`src/rtl/mem_access_unit.sv`:
```
// rtl/mem_access_unit.sv - RV32 load/store unit driving a req/ack memory bus.
// Optional misalignment faults are enabled by defining MEM_ACCESS_MISALIGN_CHECK_EN.
module mem_access_unit #(
  parameter int TIMEOUT = 255
) (
  input  logic        clk,
  input  logic        reset,
  input  logic        start,
  input  logic        we,
  input  logic [2:0]  funct3,
  input  logic [31:0] addr,
  input  logic [31:0] wdata,
  output logic        busy,
  output logic        done,
  output logic        err,
  output logic [31:0] rdata,
  output logic        mem_req,
  output logic        mem_we,
  output logic [31:0] mem_addr,
  output logic [31:0] mem_wdata,
  output logic [3:0]  mem_be,
  input  logic [31:0] mem_rdata,
  input  logic        mem_ack
);

  typedef enum logic [1:0] {S_IDLE, S_BUS, S_DONE, S_FAULT} state_t;

  localparam bit          TMO_EN   = (TIMEOUT != 0);
  localparam logic [15:0] TMO_LAST = (TIMEOUT == 0) ? 16'd0 : 16'(TIMEOUT - 1);

  state_t      state;
  logic [15:0] tmo_cnt;
  logic [2:0]  f3_q;
  logic [1:0]  lane_q;

  logic        f3_ok;
  logic        misalign;
  logic [3:0]  be_calc;
  logic [31:0] wdata_rep;
  logic [7:0]  byte_sel;
  logic [15:0] half_sel;
  logic [31:0] load_ext;

  always_comb begin
    f3_ok = 1'b0;
    if (we) f3_ok = (funct3 == 3'b000) || (funct3 == 3'b001) || (funct3 == 3'b010);
    else    f3_ok = (funct3 == 3'b000) || (funct3 == 3'b001) || (funct3 == 3'b010) ||
                    (funct3 == 3'b100) || (funct3 == 3'b101);
  end

  always_comb begin
    misalign = 1'b0;
`ifdef MEM_ACCESS_MISALIGN_CHECK_EN
    case (funct3[1:0])
      2'b01:   misalign = addr[0];
      2'b10:   misalign = (addr[1:0] != 2'b00);
      default: misalign = 1'b0;
    endcase
`endif
  end

  // Low address bits beyond the access size are ignored when no misalign check is built in.
  always_comb begin
    be_calc   = 4'b1111;
    wdata_rep = wdata;
    case (funct3[1:0])
      2'b00: begin
        be_calc   = 4'b0001 << addr[1:0];
        wdata_rep = {4{wdata[7:0]}};
      end
      2'b01: begin
        be_calc   = addr[1] ? 4'b1100 : 4'b0011;
        wdata_rep = {2{wdata[15:0]}};
      end
      default: begin
        be_calc   = 4'b1111;
        wdata_rep = wdata;
      end
    endcase
  end

  always_comb begin
    byte_sel = mem_rdata[7:0];
    case (lane_q)
      2'd0:    byte_sel = mem_rdata[7:0];
      2'd1:    byte_sel = mem_rdata[15:8];
      2'd2:    byte_sel = mem_rdata[23:16];
      default: byte_sel = mem_rdata[31:24];
    endcase
    half_sel = lane_q[1] ? mem_rdata[31:16] : mem_rdata[15:0];
    case (f3_q)
      3'b000:  load_ext = {{24{byte_sel[7]}}, byte_sel};
      3'b100:  load_ext = {24'd0, byte_sel};
      3'b001:  load_ext = {{16{half_sel[15]}}, half_sel};
      3'b101:  load_ext = {16'd0, half_sel};
      default: load_ext = mem_rdata;
    endcase
  end

  // Outputs are registered on the transition into each state so they stay glitch-free.
  always_ff @(posedge clk or negedge reset) begin
    if (!reset) begin
      state     <= S_IDLE;
      tmo_cnt   <= 16'd0;
      f3_q      <= 3'd0;
      lane_q    <= 2'd0;
      busy      <= 1'b0;
      done      <= 1'b0;
      err       <= 1'b0;
      rdata     <= 32'd0;
      mem_req   <= 1'b0;
      mem_we    <= 1'b0;
      mem_addr  <= 32'd0;
      mem_wdata <= 32'd0;
      mem_be    <= 4'd0;
    end else begin
      case (state)
        S_IDLE: begin
          if (start) begin
            busy <= 1'b1;
            if (!f3_ok || misalign) begin
              state <= S_FAULT;
              done  <= 1'b1;
              err   <= 1'b1;
            end else begin
              state     <= S_BUS;
              tmo_cnt   <= 16'd0;
              f3_q      <= funct3;
              lane_q    <= addr[1:0];
              mem_req   <= 1'b1;
              mem_we    <= we;
              mem_addr  <= {addr[31:2], 2'b00};
              mem_wdata <= wdata_rep;
              mem_be    <= be_calc;
            end
          end
        end
        S_BUS: begin
          if (mem_ack) begin
            if (!mem_we) rdata <= load_ext;
            state   <= S_DONE;
            mem_req <= 1'b0;
            done    <= 1'b1;
          end else if (TMO_EN && (tmo_cnt == TMO_LAST)) begin
            state   <= S_FAULT;
            mem_req <= 1'b0;
            done    <= 1'b1;
            err     <= 1'b1;
          end else begin
            tmo_cnt <= tmo_cnt + 16'd1;
          end
        end
        S_DONE, S_FAULT: begin
          state <= S_IDLE;
          busy  <= 1'b0;
          done  <= 1'b0;
          err   <= 1'b0;
        end
        default: state <= S_IDLE;
      endcase
    end
  end

endmodule

```
`config.mk`:
```
export PLATFORM = sky130hd
export DESIGN_NAME = mem_access_unit
export DESIGN_NICKNAME = d
export VERILOG_FILES = /design/src/rtl/mem_access_unit.sv
export SDC_FILE = /design/constraint.sdc
export NUM_CORES = 1
export LEC_CHECK = 0
export ABC_CLOCK_PERIOD_IN_PS = 1800
export BUFFER_PORTS_ARGS = -buffer_cell sky130_fd_sc_hd__clkbuf_2
export CAP_MARGIN = 20
export CORE_ASPECT_RATIO = 0.7
export CORE_MARGIN = 2
export CORE_UTILIZATION = 45
export CTS_CLUSTER_DIAMETER = 150
export DETAILED_ROUTE_END_ITERATION = 16
export PLACE_DENSITY = 0.76
export SYNTH_ARGS = -nofsm -noshare
export SYNTH_HDL_FRONTEND = slang
export SYNTH_SLANG_ARGS = --single-unit
```
`constraint.sdc`:
```
create_clock -name clk -period 1.8 [get_ports clk]
set_input_delay 0.18 -clock clk [delete_from_list [all_inputs] [get_ports clk]]
set_output_delay 0.18 -clock clk [all_outputs]
set_load 0.01 [all_outputs]
```
; ---- Yosys cells after proc, flatten, opt, wreduce, memory -nomap -nowiden
; Index checks and enable logic that the tools add are counted.
[totals]
reg_bits = 126
inputBits = 104
output_inout_bits = 105
word_cells = 88
[classes]
addsub = 1
n_eq_ne = 21
n_shift = 1
muxes = 31
bitwise_logic = 1
reduce_logical = 20
[op_table]
columns = op, n
row1 = 32-bit case mux with 4 select lines, 1
row2 = 16-bit two-way mux, 5
row3 = 32-bit case mux with 2 select lines, 1
row4 = 16-bit case mux with 2 select lines, 1
row5 = 8-bit case mux with 3 select lines, 1
row6 = "16-bit by 1-bit adder with 16-bit output, second input constant", 1
row7 = "16-bit by 8-bit == test with 1-bit output, second input constant", 1
row8 = "3-bit == test, second input constant", 4
row9 = "2-bit inequality test, second input constant", 6
row10 = 1-bit two-way mux, 11
row11 = 3-bit AND reduction, 3
row12 = 2-bit two-way mux, 4
row13 = 4-bit case mux with 2 select lines, 1
row14 = 4-bit AND reduction, 2
row15 = "2-bit by 1-bit == test with 1-bit output, second input constant", 3
row16 = "2-bit == test, second input constant", 3
row17 = "3-bit by 1-bit == test with 1-bit output, second input constant", 2
row18 = 2-bit logical NOT, 3
row19 = 3-bit logical NOT, 2
row20 = 1-bit case mux with 3 select lines, 2
row21 = 2-bit case mux with 3 select lines, 1
row22 = 5-bit AND reduction, 1
row23 = 1-bit logical OR, 4
row24 = 4-bit two-way mux, 1
row25 = other kinds (8), 11

; ---- Depth between registers and ports, before layout
[logic_depth]
word_depth = 9
ltp_mapped = 8
mapped_depth_nobuf = 7

; ---- Least setup slack after synthesis
; OpenSTA, ideal clock, no wires.
[synth_path]
kind = register -> register
start = reg tmo_cnt[0]
end = reg tmo_cnt[4]
setup_time_ns = 0.078
arrival_time_ns = 1.635
t_required_ns = 1.722
setup_slack_ns = 0.087
stages_incl_launch_ff = 8
n_path_buf = 0
path_cell_list = dfrtp_1 -> inv_1 -> ha_1 -> nor4b_2 -> nand4_2 -> a21oi_4 -> or4_1 -> a21oi_1
[synth_via]
elab_chain_cells = 4
word_cells_on_any_way = 7
cone_classes = add/sub: 1 / eq/ne: 2 / mux: 3 / reduce/logical: 1
[synth_lines]
columns = element, line
row1 = from (decl), 32  ; logic [15:0] tmo_cnt;
row2 = from (signal assigned), 150  ; tmo_cnt <= tmo_cnt + 16'd1;
row3 = 16-bit by 1-bit adder with 16-bit output, 150
row4 = 16-bit two-way mux, 144  ; end else if (TMO_EN && (tmo_cnt == TMO_LAST)) begin
row5 = 16-bit two-way mux, 139  ; if (mem_ack) begin
row6 = 16-bit case mux with 2 select lines, 117  ; case (state)
; Several ways; a longest one is shown, not always the timed one. The select of a mux whose other input is x is not followed.
; A chain may end at the register's enable or synchronous reset.

; ---- Worst setup path in the final report
[layout_path]
start = reg tmo_cnt[0]
end = reg tmo_cnt[12]
; The elaborated chain is that of the path after synthesis.

==> results_dict.tcl <==
set metrics [dict create \
    synth_flop_cell "dfrtp_1" \
    grt_max_degree 79 \
    yosysWarnings 0 \
    async_reset_ff_share_pct 100 \
    worst_setup_path_end_kind "flop" \
    setup.worst_path.end "tmo_cnt[12]$_DFFE_PN0P_" \
    critical_path_class "flop to flop" \
    rows 34 \
    clock-sinks 126 \
    start_util_pct 46.7 \
    htreeDepth 4 \
    final_nets 1029 \
    synth-edff-count 0 \
    die_area_sq_um 14000 \
    final_core_util_pct 67.8 \
    tns_ns -0.0616 \
    comb_power_share_pct 40.9 \
    grt_overflow_total 0 \
    die_w_um 140 \
    min_path_type "input pin to flop" \
    r2r_slack_ns -0.05 \
    p_clk_share_pct 25.4 \
    die_h_um 99.5 \
    clk_latency_ns 0.42 \
    wl_um 18400 \
    ir_worst_vdd_uv 981 \
    cp-startpoint "tmo_cnt[0]$_DFFE_PN0P_" \
    status "finished, violations left" \
    num_vias 5813 \
    p_leak_nw 4.29 \
    track_usage_pct 25.9 \
    violations "setup timing" \
    slowest_stage "dfrtp_1" \
    finalCriticalPeriod_ns 1.85 \
    rsz0062_at_grt "true" \
    finalInstanceArea_sq_um 8510 \
    cts_tree "done" \
    final_layout_size_suffix_gt1_share_pct 34.7 \
    fillCellCount 962 \
    hold_ws_ns 0.0157 \
    synth-seq-cells 126 \
    p_per_area_nw_per_um2 1660 \
    final_cell_mix "205 x clkbuf_2, 191 x nand2_1, 125 x dfrtp_1, 57 x nor2_1" \
    final_common_cell "clkbuf_2" \
    setup_viol 2 \
    dr.pass1.iters 5 \
    worstSetupStartpointType "flop" \
    antenna_cells 0 \
    timing.critical_path.buf_inv 2 \
    core_area_sq_um 12500 \
    seqPwrFrac_pct 33.6 \
    max_stage_delay_ns 0.37 \
    place_hpwl_um 12000 \
    cts-root-buf "clkbuf_16" \
    reg2reg_to "tmo_cnt[12]$_DFFE_PN0P_" \
    post-route-drc-count 0 \
    clk_path_buf_depth 2 \
    synthCells 650 \
    final_antenna_net_count 0 \
    ys_types 43 \
    dr.first_iter.drc_count 428 \
    crit_required_ns 2.08 \
    setup_ws_ns -0.0477 \
    maxCapViolations 0 \
    antenna_found_initial 0 \
    grt_first_pass_wirelength_um 28600 \
    avgSynthCellArea_sq_um 9.01 \
    power_mw 14.1 \
    switching_power_mw 5.50 \
    switching_share_pct 38.9 \
    syn_area_sq_um 5860 \
    area_growth_syn_to_layout_pct 45.3 \
    clk_pin_slew_worst_paths_ns 0.06 \
    path_delay_family "simple AND/OR/NAND/NOR gates" \
    cp.depth 8 \
    finalCritPeriodShare_pct 103 \
    wl_per_cell_um 16.7 \
    placed_area_sq_um 7320 \
    hold_violations 0 \
    intPower_mw 8.63 \
    cp_data_arrival_time_ns 2.13 \
    path_cells "inv_1 > ha_2 > nor4b_4 > nand4_4 > a21oi_4 > buf_6 > or3_1 > a21oi_1" \
    cts-buffers-inserted 17 \
    portBuffers 206 \
    fin_worst_skew_ns 0.0113 \
    rr_worst_depth 8 \
    slew_viol_final 0 \
    routed_via_density 5.29 \
    first_global_vias 5521 \
    rr_startpoint "tmo_cnt[0]$_DFFE_PN0P_" \
    ios 209 \
    place_congestion 0.871 \
    critPathMaxFanout 6 \
    ys_seq_area_share_pct 53.8 \
    clock.fmax_mhz 541 \
]
worst min-delay path by stage:
stage | to | from | slack (ns) | depth (start not counted)
after global routing | rdata[20]$_DFFE_PN0P_ | mem_rdata[20] | 0.006 | 3
final | rdata[20]$_DFFE_PN0P_ | mem_rdata[20] | 0.02 | 3
after global placement | busy$_DFFE_PN0P_ | reset | 0.11 | 1
after detailed placement | state[0]$_DFFE_PN0P_ | reset | 0.10 | 1
after CTS | rdata[28]$_DFFE_PN0P_ | mem_rdata[28] | 0.003 | 3
after floorplan | busy$_DFFE_PN0P_ | reset | -0.12 | 0
stage by stage:
step | std cells | worst slack, ns
2_1_floorplan | 651 | 0.0869
3_3_place_gp | 1023 | -0.0700
3_5_place_dp | 1023 | -0.163
4_1_cts | 1093 | -0.00126
5_1_grt | 1098 | -0.104
6_report | 1098 | -0.0477
per-layer routing:
layer  vias to the layer above  track usage (%)  share of wire (%)
li1                       2760                -                  -
met1                      2750             37.9                 46
met2                       272             39.0                 45
met3                        31             6.84                7.8
met4                         0             6.06                1.3
met5                         -                0                  0
kinds of logic after synthesis:
kind of cell | share of synthesized area [%]
muxes | 6.64
buffers and inverters | 3.80
other | 0.0640
adders and majority gates | 0.427
DFF | 53.8
AOI/OAI and AO/OA | 13.4
and+or+nand+nor | 21.8
registers in the layout (all words and copies together) (netlist names):
| name | count |
|---|---|
| busy | 1 |
| mem_addr | 30 |
| tmo_cnt | 16 |
| mem_wdata | 32 |
| lane_q | 2 |
| rdata | 32 |
| state | 2 |
| mem_req | 1 |
| err | 1 |
| mem_we | 1 |
| f3_q | 3 |
| done | 1 |
| mem_be | 4 |
cells in the mapped netlist, drive strengths merged (2+ instances only):
| cell | instances | area share [%] |
|---|---|---|
| o41ai | 2 | 0.30 |
| mux2 | 5 | 0.96 |
| clkbuf | 18 | 1.2 |
| or3 | 6 | 0.64 |
| dfrtp | 126 | 54 |
| nand2 | 192 | 12 |
| a31oi | 3 | 0.32 |
| a21o | 3 | 0.38 |
| nor3 | 6 | 0.51 |
| o22ai | 7 | 0.75 |
| nor2 | 58 | 3.8 |
| a211o | 2 | 0.30 |
| ha | 2 | 0.43 |
| nand3 | 4 | 0.34 |
| o21ai | 55 | 4.7 |
| nand4 | 8 | 0.96 |
| buf | 23 | 2.3 |
| o21a | 3 | 0.38 |
| nand2b | 4 | 0.43 |
| a21oi | 49 | 4.4 |
| nor3b | 4 | 0.51 |
| inv | 5 | 0.32 |
| nor2b | 5 | 0.58 |
| or4 | 6 | 0.77 |
| a211oi | 6 | 0.77 |
| and4 | 2 | 0.30 |
| mux2i | 31 | 5.3 |
| o31ai | 8 | 1.0 |
final cells by class:
type | instances | area [sq um] | share of cell area (%)
inverter | 5 | 18.8 | 0.220
clock buffer | 18 | 439 | 5.16
timing repair buffer | 290 | 1840 | 21.6
tap | 162 | 203 | 2.38
multi-input combinational | 483 | 2680 | 31.4
sequential | 126 | 3150 | 37.0
clock inverter | 14 | 181 | 2.13
power by group through the flow:
stage / Sequential, mW / Combinational [mW] / Clock, mW
5_1_grt: 4.89 / 6.40 / 3.77
3_3_place_gp: 4.71 / 5.25 / 0
3_5_place_dp: 4.75 / 5.37 / 0
4_1_cts: 4.73 / 5.51 / 3.63
2_1_floorplan: 5.22 / 2.50 / 0
6_report: 4.75 / 5.79 / 3.60
worst reg2reg max path, delay by kind of cell, from the launching register on:
family          cells  cell delay [ns]
fa+ha+maj           1             0.16
simple gates        3             0.56
compound gates      2             0.41
flops               1             0.37
buf+inv             2             0.22
what timing repair did:
action / CTS / global route
hold buffers: 37 / 0
cloned: 1 / 3
endpoints found under the setup margin: 30 / 21
gates resized for setup: 5 / 31
pin swaps: 1 / 13
hold endpoints to repair: 53 / 0
setup buffers: 0 / 2
Note: power is estimated with default switching activity, not from simulation.
